## config.mk

```make
export PLATFORM = sky130hd
export DESIGN_NAME = byte_pair_display_flat
export DESIGN_NICKNAME = d
export VERILOG_FILES = /design/src/rtl/byte_pair_display_if.sv /design/src/rtl/byte_pair_display.sv /design/src/flat_wrapper.sv
export SDC_FILE = /design/constraint.sdc
export NUM_CORES = 1
export LEC_CHECK = 0
export BUFFER_PORTS_ARGS = -buffer_cell sky130_fd_sc_hd__buf_2
export CAP_MARGIN = 20
export CORE_ASPECT_RATIO = 1.5
export CORE_MARGIN = 10
export CORE_UTILIZATION = 51
export DETAILED_ROUTE_END_ITERATION = 10
export GPL_TIMING_DRIVEN = 0
export PLACE_DENSITY = 0.71
export SYNTH_ARGS = -nofsm -noshare
export SYNTH_HDL_FRONTEND = slang
export SYNTH_SLANG_ARGS = --single-unit
```

## constraint.sdc

```tcl
create_clock -name clk -period 3.7 [get_ports clk]
set_clock_uncertainty 0.1 [all_clocks]
set_input_delay 1.11 -clock clk [delete_from_list [all_inputs] [get_ports clk]]
set_output_delay 1.11 -clock clk [all_outputs]
set_load 0.05 [all_outputs]
```

## src/rtl/byte_pair_display_if.sv

```systemverilog
// Bus between the value source (a, b, load) and the decimal display block.
interface byte_pair_display_if;
   logic [7:0] a;
   logic [7:0] b;
   logic       load;
   logic       busy;
   logic       done;
   logic [6:0] hex0;
   logic [6:0] hex1;
   logic [6:0] hex2;
   logic [6:0] hex3;
   logic [6:0] hex4;
   logic [6:0] hex5;

   modport master (
      output a, b, load,
      input  busy, done, hex0, hex1, hex2, hex3, hex4, hex5
   );

   modport slave (
      input  a, b, load,
      output busy, done, hex0, hex1, hex2, hex3, hex4, hex5
   );
endinterface

```

## src/rtl/byte_pair_display.sv

```systemverilog
// Shows two bytes as 3-digit decimal numbers on six seven-segment digits.
// A sequential double-dabble engine converts a then b, one bit per clock,
// and the display registers are rewritten together once both are done.
module byte_pair_display #(
   parameter bit INVERT_SEG    = 1'b1,
   parameter bit BLANK_LEADING = 1'b1
) (
   input logic                clk,
   input logic                rst,
   byte_pair_display_if.slave bus
);

   localparam logic [6:0] SEG_BLANK = INVERT_SEG ? 7'h7F : 7'h00;

   typedef enum logic [1:0] {
      IDLE   = 2'd0,
      CONV_A = 2'd1,
      CONV_B = 2'd2,
      UPDATE = 2'd3
   } state_t;

   state_t      state_r;
   state_t      state_next_s;
   logic [2:0]  cnt_r;
   logic [7:0]  bin_r;
   logic [7:0]  shadow_b_r;
   logic [11:0] bcd_r;
   logic [11:0] bcd_a_r;
   logic [11:0] bcd_adj_s;
   logic [11:0] bcd_shift_s;
   logic        capture_s;
   logic        busy_next_s;
   logic        done_next_s;
   logic        busy_r;
   logic        done_r;
   logic [6:0]  disp_s [6];
   logic [6:0]  hex_r [6];

   // Double-dabble correction: every BCD nibble of 5 or more gets 3 added
   // so that the following left shift carries correctly into the next digit.
   function automatic logic [11:0] add3_nibbles(input logic [11:0] v);
      logic [11:0] r;
      r = v;
      for (int i = 0; i < 3; i++) begin
         r[i*4 +: 4] = (v[i*4 +: 4] >= 4'd5) ? (v[i*4 +: 4] + 4'd3) : v[i*4 +: 4];
      end
      return r;
   endfunction

   // Seven-segment pattern for one digit (bit0 = seg a), blanked on request,
   // then adjusted to the board's segment polarity.
   function automatic logic [6:0] seg_code(input logic [3:0] nib, input logic blank);
      logic [6:0] s;
      case (nib)
         4'd0:    s = 7'h3F;
         4'd1:    s = 7'h06;
         4'd2:    s = 7'h5B;
         4'd3:    s = 7'h4F;
         4'd4:    s = 7'h66;
         4'd5:    s = 7'h6D;
         4'd6:    s = 7'h7D;
         4'd7:    s = 7'h07;
         4'd8:    s = 7'h7F;
         4'd9:    s = 7'h6F;
         default: s = 7'h00;
      endcase
      s = blank ? 7'h00 : s;
      return INVERT_SEG ? ~s : s;
   endfunction

   // State register.
   always_ff @(posedge clk) begin
      if (rst) begin
         state_r <= IDLE;
      end else begin
         state_r <= state_next_s;
      end
   end

   // Next-state logic: each conversion phase runs for exactly 8 bit-steps.
   always_comb begin
      state_next_s = state_r;
      case (state_r)
         IDLE:    state_next_s = bus.load ? CONV_A : IDLE;
         CONV_A:  state_next_s = (cnt_r == 3'd7) ? CONV_B : CONV_A;
         CONV_B:  state_next_s = (cnt_r == 3'd7) ? UPDATE : CONV_B;
         UPDATE:  state_next_s = IDLE;
         default: state_next_s = IDLE;
      endcase
   end

   // Output decode: busy follows the upcoming state so that it is registered,
   // done marks the cycle right after the display write.
   always_comb begin
      capture_s   = 1'b0;
      busy_next_s = 1'b0;
      done_next_s = 1'b0;
      if (state_r == IDLE) begin
         capture_s = bus.load;
      end else begin
         capture_s = 1'b0;
      end
      busy_next_s = (state_next_s != IDLE);
      done_next_s = (state_r == UPDATE);
   end

   // One shift-add-3 step on the current BCD accumulator.
   always_comb begin
      bcd_adj_s   = add3_nibbles(bcd_r);
      bcd_shift_s = {bcd_adj_s[10:0], bin_r[7]};
   end

   // Conversion datapath: capture on load, shift a, park its result, shift b.
   always_ff @(posedge clk) begin
      if (rst) begin
         cnt_r      <= 3'd0;
         bin_r      <= 8'd0;
         shadow_b_r <= 8'd0;
         bcd_r      <= 12'd0;
         bcd_a_r    <= 12'd0;
      end else begin
         case (state_r)
            IDLE: begin
               if (capture_s) begin
                  bin_r      <= bus.a;
                  shadow_b_r <= bus.b;
                  bcd_r      <= 12'd0;
                  cnt_r      <= 3'd0;
               end
            end
            CONV_A: begin
               cnt_r <= cnt_r + 3'd1;
               if (cnt_r == 3'd7) begin
                  bcd_a_r <= bcd_shift_s;
                  bcd_r   <= 12'd0;
                  bin_r   <= shadow_b_r;
               end else begin
                  bcd_r <= bcd_shift_s;
                  bin_r <= {bin_r[6:0], 1'b0};
               end
            end
            CONV_B: begin
               cnt_r <= cnt_r + 3'd1;
               bcd_r <= bcd_shift_s;
               bin_r <= {bin_r[6:0], 1'b0};
            end
            UPDATE: begin
               cnt_r <= 3'd0;
            end
            default: begin
               cnt_r <= 3'd0;
            end
         endcase
      end
   end

   // Digit patterns with optional leading-zero suppression; ones always shown.
   always_comb begin
      disp_s[0] = seg_code(bcd_a_r[3:0], 1'b0);
      disp_s[1] = seg_code(bcd_a_r[7:4],
                           BLANK_LEADING && (bcd_a_r[11:8] == 4'd0) && (bcd_a_r[7:4] == 4'd0));
      disp_s[2] = seg_code(bcd_a_r[11:8], BLANK_LEADING && (bcd_a_r[11:8] == 4'd0));
      disp_s[3] = seg_code(bcd_r[3:0], 1'b0);
      disp_s[4] = seg_code(bcd_r[7:4],
                           BLANK_LEADING && (bcd_r[11:8] == 4'd0) && (bcd_r[7:4] == 4'd0));
      disp_s[5] = seg_code(bcd_r[11:8], BLANK_LEADING && (bcd_r[11:8] == 4'd0));
   end

   // Output registers: hex digits change only in UPDATE, status flags every cycle.
   always_ff @(posedge clk) begin
      if (rst) begin
         busy_r <= 1'b0;
         done_r <= 1'b0;
         for (int i = 0; i < 6; i++) begin
            hex_r[i] <= SEG_BLANK;
         end
      end else begin
         busy_r <= busy_next_s;
         done_r <= done_next_s;
         if (state_r == UPDATE) begin
            for (int i = 0; i < 6; i++) begin
               hex_r[i] <= disp_s[i];
            end
         end
      end
   end

   assign bus.busy = busy_r;
   assign bus.done = done_r;
   assign bus.hex0 = hex_r[0];
   assign bus.hex1 = hex_r[1];
   assign bus.hex2 = hex_r[2];
   assign bus.hex3 = hex_r[3];
   assign bus.hex4 = hex_r[4];
   assign bus.hex5 = hex_r[5];

endmodule

```

## src/flat_wrapper.sv

```systemverilog
// flat-port wrapper written by rule: the top's interface ports become plain ports
module byte_pair_display_flat 
#(
   parameter bit INVERT_SEG    = 1'b1,
   parameter bit BLANK_LEADING = 1'b1
)
  (clk, rst, bus_a, bus_b, bus_load, bus_busy, bus_done, bus_hex0, bus_hex1, bus_hex2, bus_hex3, bus_hex4, bus_hex5);
  byte_pair_display_if bus_i ();
  input logic clk;
  input logic rst;
  input wire logic [$bits(bus_i.a)-1:0] bus_a;
  input wire logic [$bits(bus_i.b)-1:0] bus_b;
  input wire logic [$bits(bus_i.load)-1:0] bus_load;
  output wire logic [$bits(bus_i.busy)-1:0] bus_busy;
  output wire logic [$bits(bus_i.done)-1:0] bus_done;
  output wire logic [$bits(bus_i.hex0)-1:0] bus_hex0;
  output wire logic [$bits(bus_i.hex1)-1:0] bus_hex1;
  output wire logic [$bits(bus_i.hex2)-1:0] bus_hex2;
  output wire logic [$bits(bus_i.hex3)-1:0] bus_hex3;
  output wire logic [$bits(bus_i.hex4)-1:0] bus_hex4;
  output wire logic [$bits(bus_i.hex5)-1:0] bus_hex5;
  assign bus_i.a = bus_a;
  assign bus_i.b = bus_b;
  assign bus_i.load = bus_load;
  assign bus_busy = bus_i.busy;
  assign bus_done = bus_i.done;
  assign bus_hex0 = bus_i.hex0;
  assign bus_hex1 = bus_i.hex1;
  assign bus_hex2 = bus_i.hex2;
  assign bus_hex3 = bus_i.hex3;
  assign bus_hex4 = bus_i.hex4;
  assign bus_hex5 = bus_i.hex5;
  byte_pair_display #(.INVERT_SEG(INVERT_SEG), .BLANK_LEADING(BLANK_LEADING)) u_core (.clk(clk), .rst(rst), .bus(bus_i));
endmodule
```

**Yosys cells after proc, flatten, opt, wreduce, memory -nomap -nowiden**

Memories as Yosys holds them, arrays and structs flattened. A register that Yosys moved wholly into a read port is not among the register bits.
Cells that the tools add are included.

- Flip-flop bits (word level): 47
- RAM bits: 42
- ROM bits: 672
- Bits of input ports: 19
- Output and inout port bits: 44
- Logic and storage cells: 95
- Memories kept: 7

- Add/subtract/negate cells: 4
- Magnitude comparators: 3
- Equality and inequality tests: 5
- Multiplexer cells: 43
- Bitwise logic cells: 12
- Reduce and logical (&&, ||, !) cells: 13

Memories:

| name | words | bits a word | rd ports | clocked after Yosys merged registers in | write ports | RTL line | text |
|---|---|---|---|---|---|---|---|
| (name not given) | 16 | 7 | 1 | 1 | 0 | byte_pair_display.sv:54 | `case (nib)` |
| (name not given) | 16 | 7 | 1 | 1 | 0 | byte_pair_display.sv:54 |  |
| (name not given) | 16 | 7 | 1 | 1 | 0 | byte_pair_display.sv:54 |  |
| (name not given) | 16 | 7 | 1 | 1 | 0 | byte_pair_display.sv:54 |  |
| (name not given) | 16 | 7 | 1 | 1 | 0 | byte_pair_display.sv:54 |  |
| (name not given) | 16 | 7 | 1 | 1 | 0 | byte_pair_display.sv:54 |  |
| +1 memories | n/a | n/a | n/a | n/a | n/a | n/a |  |

Operator list:

| cell | count |
|---|---|
| $mux 7 | 10 |
| $mux 4 | 14 |
| $not 7->7 | 6 |
| $pmux 12 s3 | 1 |
| $mux 12 | 2 |
| $pmux 8 s3 | 1 |
| $logic_not 4->1 | 4 |
| $mux 8 | 2 |
| $ge 4x3->1 const B | 3 |
| $pmux 3 s3 | 1 |
| $add 4x2->4 const B | 2 |
| $mux 1 | 8 |
| $pmux 2 s4 | 1 |
| $mux 3 | 2 |
| $or 1x1->1 | 6 |
| $reduce_and 2->1 | 3 |
| $eq 2x2->1 const B | 2 |
| $add 3x1->3 const B | 1 |
| $add 3x2->3 const B | 1 |
| $eq 3x3->1 const B | 1 |
| $reduce_bool 3->1 | 1 |
| $eq 2x1->1 const B | 1 |
| $logic_and 1x1->1 | 2 |
| $logic_not 2->1 | 1 |
| other kinds (4) | 4 |

**Longest topological paths before layout**

- Depth in word-level cells: 6
- Gate-level depth with buffers: 13
- Depth with buffers taken out: 12

**Worst setup path after synthesis**

Ideal clock, no wire load.

- Path type: input to register
- Start point: input bus_load
- End point: register (tool-made name)
- Setup time: 0.074 ns
- Data arrival time: 2.850 ns
- Data required time: 3.526 ns
- Setup slack: 0.676 ns
- Stages on the path: 9
- Buffers on the path: 2
- Cells stage by stage: mux2i_2 > buf_2 > buf_2 > a22oi_1 > nor2_1 > inv_1 > ha_1 > mux2_2 > o21ai_0

RTL lines:

| item | RTL line | text |
|---|---|---|
| start, declared | flat_wrapper.sv:13 | `input wire logic [$bits(bus_i.load)-1:0] bus_load;` |

==> metrics.md <==
| Metric | Value |
|---|---|
| RSZ-0062 raised after global routing | false |
| Total power draw | ~0.0034 W |
| Kind of critical path | in2reg |
| Pwr/cell area | approximately 470 mW/mm^2 |
| Iteration-0 DRC Markers | about 220 |
| Post-layout nets | between 700 and 800 |
| Syn Area/Cell | 9.824 um^2 |
| Hold Crit Class | reg2reg |
| Clock sinks | roughly 130 |
| Total GRT Usage | between 10% and 20% |
| CTS tree | done |
| Core Area | around 0.012 mm^2 |
| Die Area | 0.01683 mm^2 |
| PortBufs | 62 |
| Number of distinct library cells after synthesis | between 70 and 80 |
| Initial antenna violation count | 0 |
| Post-Syn Area | roughly 0.0061 mm^2 |
| Largest net degree at the start of global routing | between 40 and 50 |
| MaxCap Viol Count | 0 |
| Die Height | 154.0 um |
| Startpoint Class | input port |
| Worst-Skew Late Latency | just over 0.4 ns |
| Share of the yosys chip area belonging to registers | approximately 50% |
| CTS Hold Bufs | 0 |
| Achievable Freq | about 280 MHz |
| Vias in the first global route | 4826 |
| Met1 Use GR | roughly 17% |
| Cells after synthesis | roughly 620 |
| Fill cells | 940 |
| Cell area after placement | between 0.006 and 0.007 mm^2 |
| CP max FO | 10 |
| Max Slew Vio Count | 0 |
| # setup viols final | 0 |
| Clk Tree Root Cell | clkbuf_16 |
| Final global-route overflow total | 0 |
| Post-synth top flop | dfxtp_1 |
| Row count | 48 |
| HPWL after detailed placement | 9586 um |
| CP endpoint kind | register |
| Die width | 109.3 um |
| Initial Util | approximately 53% |
| Ys async rst share | 0% |
| Antenna Cells | 0 |
| Placer Congestion | around 0.90 |
| Yosys top cell area share | between 20 and 30% |
| Count leader, synth | nand2_1 |
| CP peak stage delay | ~0.55 ns |
| Via density | 5.436 |
| Via count | around 4700 |
| DRT Pass-1 Iters | 5 |
| Met2 global-route usage | between 20% and 30% |
| Fin crit period | around 3.5 ns |
| Top-Level Pins | 63 |
| Final ANT Viol Nets | 0 |
| Cell area after layout | ~0.0072 mm^2 |
| Synth cell count leaders | nand2_1 (91), dfxtp_1 (89), ha_1 (49) |
| M3 GR Usage | 5.063% |
| EDFF count, synth | 42 |
| Clock buffer depth | 2 |
| Post-synth top area cell | dfxtp_1 |
| Final hold viol count | 0 |
| Finished Layout Cells | slightly below 900 |
| Yosys warns | 0 |
| Area growth, synth to finish | 18.66% |
| Worst-path clk slew | 0.05 ns |
| H-tree depth | 4 |
| Share of layout cells above drive strength 1 | about a fifth |
| Top cells by area, synth | dfxtp_1 (29%), edfxtp_1 (21%), ha_1 (10%), nand2_1 (5.6%), a21oi_1 (3.9%) |
| Status | finished, final reports clean |
| Req. time, crit path | 3.94 ns |
| CP cell instances | buf_2, clkbuf_1, clkbuf_2, buf_1, nor2_1, inv_1, ha_1, mux2_2, o21ai_0 |
| LEAKAGE | roughly 2.7 nW |
| Arrival time at the worst endpoint | 3.75 ns |
| First-pass GRT wire length | about 22000 um |
| CTS Buf Count | 17 |
| Syn Nets | about 690 |
| Worst Tran Pin Value | ~0.95 ns |
| Period utilization | a little over nine tenths |
| Routed wire length per instance | 15.26 um |
| GR peak layer | met2 |
| DRC | 0 |
| Slowest cell on the critical path | buf_1 |
| Maximum vdd drop | 0.3408 mV |
| Total Wirelength | between 10000 and 15000 um |
| Rel. slew slack | 36.87% |
| #FFs+latches synth | ~130 |
| Placed Instances | ~830 |
| Hold WS | 0.3345 ns |
## metrics by stage
| step | setup slack (ns) | utilization, % | TNS (ns) |
|---|---|---|---|
| 6_report | 0.1847 | 62.46 | 0 |
| 5_1_grt | 0.03964 | 62.46 | 0 |
| 4_1_cts | 0.1845 | 62.46 | 0 |
| 3_3_place_gp | -0.3629 | 56.93 | -2.883 |
| 3_5_place_dp | -0.4207 | 56.93 | -4.368 |
| 2_1_floorplan | 0.6758 | - | 0 |
## path summary, 6_finish.rpt
| path | startpoint | end | slack, ns | cells past startpoint |
|---|---|---|---|---|
| worst min register to register | register | u_core.hex_r[0][13] | 0.33 | 1 |
| worst max-delay path | rst | register | 0.18 | 9 |
| worst min-delay path | register | u_core.hex_r[0][13] | 0.33 | 1 |
| worst max register to register | u_core.state_r[0] | register | 0.39 | 11 |
## cell families (layout without fill, tap and decap cells)
kind of cell / after synthesis / after routing / synth area share, %
adder cells (fa/ha/maj): 49 / 49 / 10.05
multiplexers: 9 / 9 / 1.866
AO/OA/AOI/OAI: 159 / 159 / 17.84
flip-flops: 131 / 131 / 49.88
buffers and inverters: 61 / 155 / 4.245
AND/OR/NAND/NOR: 212 / 212 / 16.12
## cells in the final DEF, fill, tap and decap left out, drive strengths merged, types with 5 or more instances in the layout
cell	n
nand2	92
dfxtp	89
buf	79
ha	49
a21oi	47
nor2	47
edfxtp	42
clkbuf	35
inv	33
o21ai	30
and2	14
nand3	14
a211oi	13
a22oi	12
nor3	9
nand2b	8
o22ai	7
mux2	7
a31oi	6
or2	6
o31ai	5
nor2b	5
## power breakdown
group	total [W]	leakage, nW	internal, W	switching [W]
sequential	0.00151	1.01	0.00150	0.00000978
clock	0.00178	0.303	0.00120	0.000583
combinational	0.000128	1.41	0.0000405	0.0000880
total	0.00342	2.72	0.00274	0.000681
## routing by layer
layer / wire length, um / share of wire, %
met4: 320 / 2.4
met1: 5088 / 39
met5: 0 / 0
met2: 7004 / 53
met3: 783 / 5.9
## repair_timing
item	4_1_cts	5_1_grt
setup buffers	0	0
resized for setup	1	0
endpoints found under the setup margin	1	0
## worst max-delay path: cells and delay by family
family / cells / cell delay, ns
AOI/OAI and AO/OA: 1 / 0.12
adders and majority gates: 1 / 0.26
buffers and inverters: 5 / 1.76
muxes: 1 / 0.27
and+or+nand+nor: 1 / 0.22
## layout make-up
type                       instances  area [um^2]  area share (%)
multi-input combinational        429         2799           38.66
sequential                       131         3043           42.03
inverter                          33        126.4           1.746
tap                              150        187.7           2.592
timing repair buffer              62        310.3           4.286
clock inverter                     8        147.6           2.039
clock buffer                      24        491.7           6.792
buffer                            28        133.9           1.849
Power figures use the tool's default switching activity.
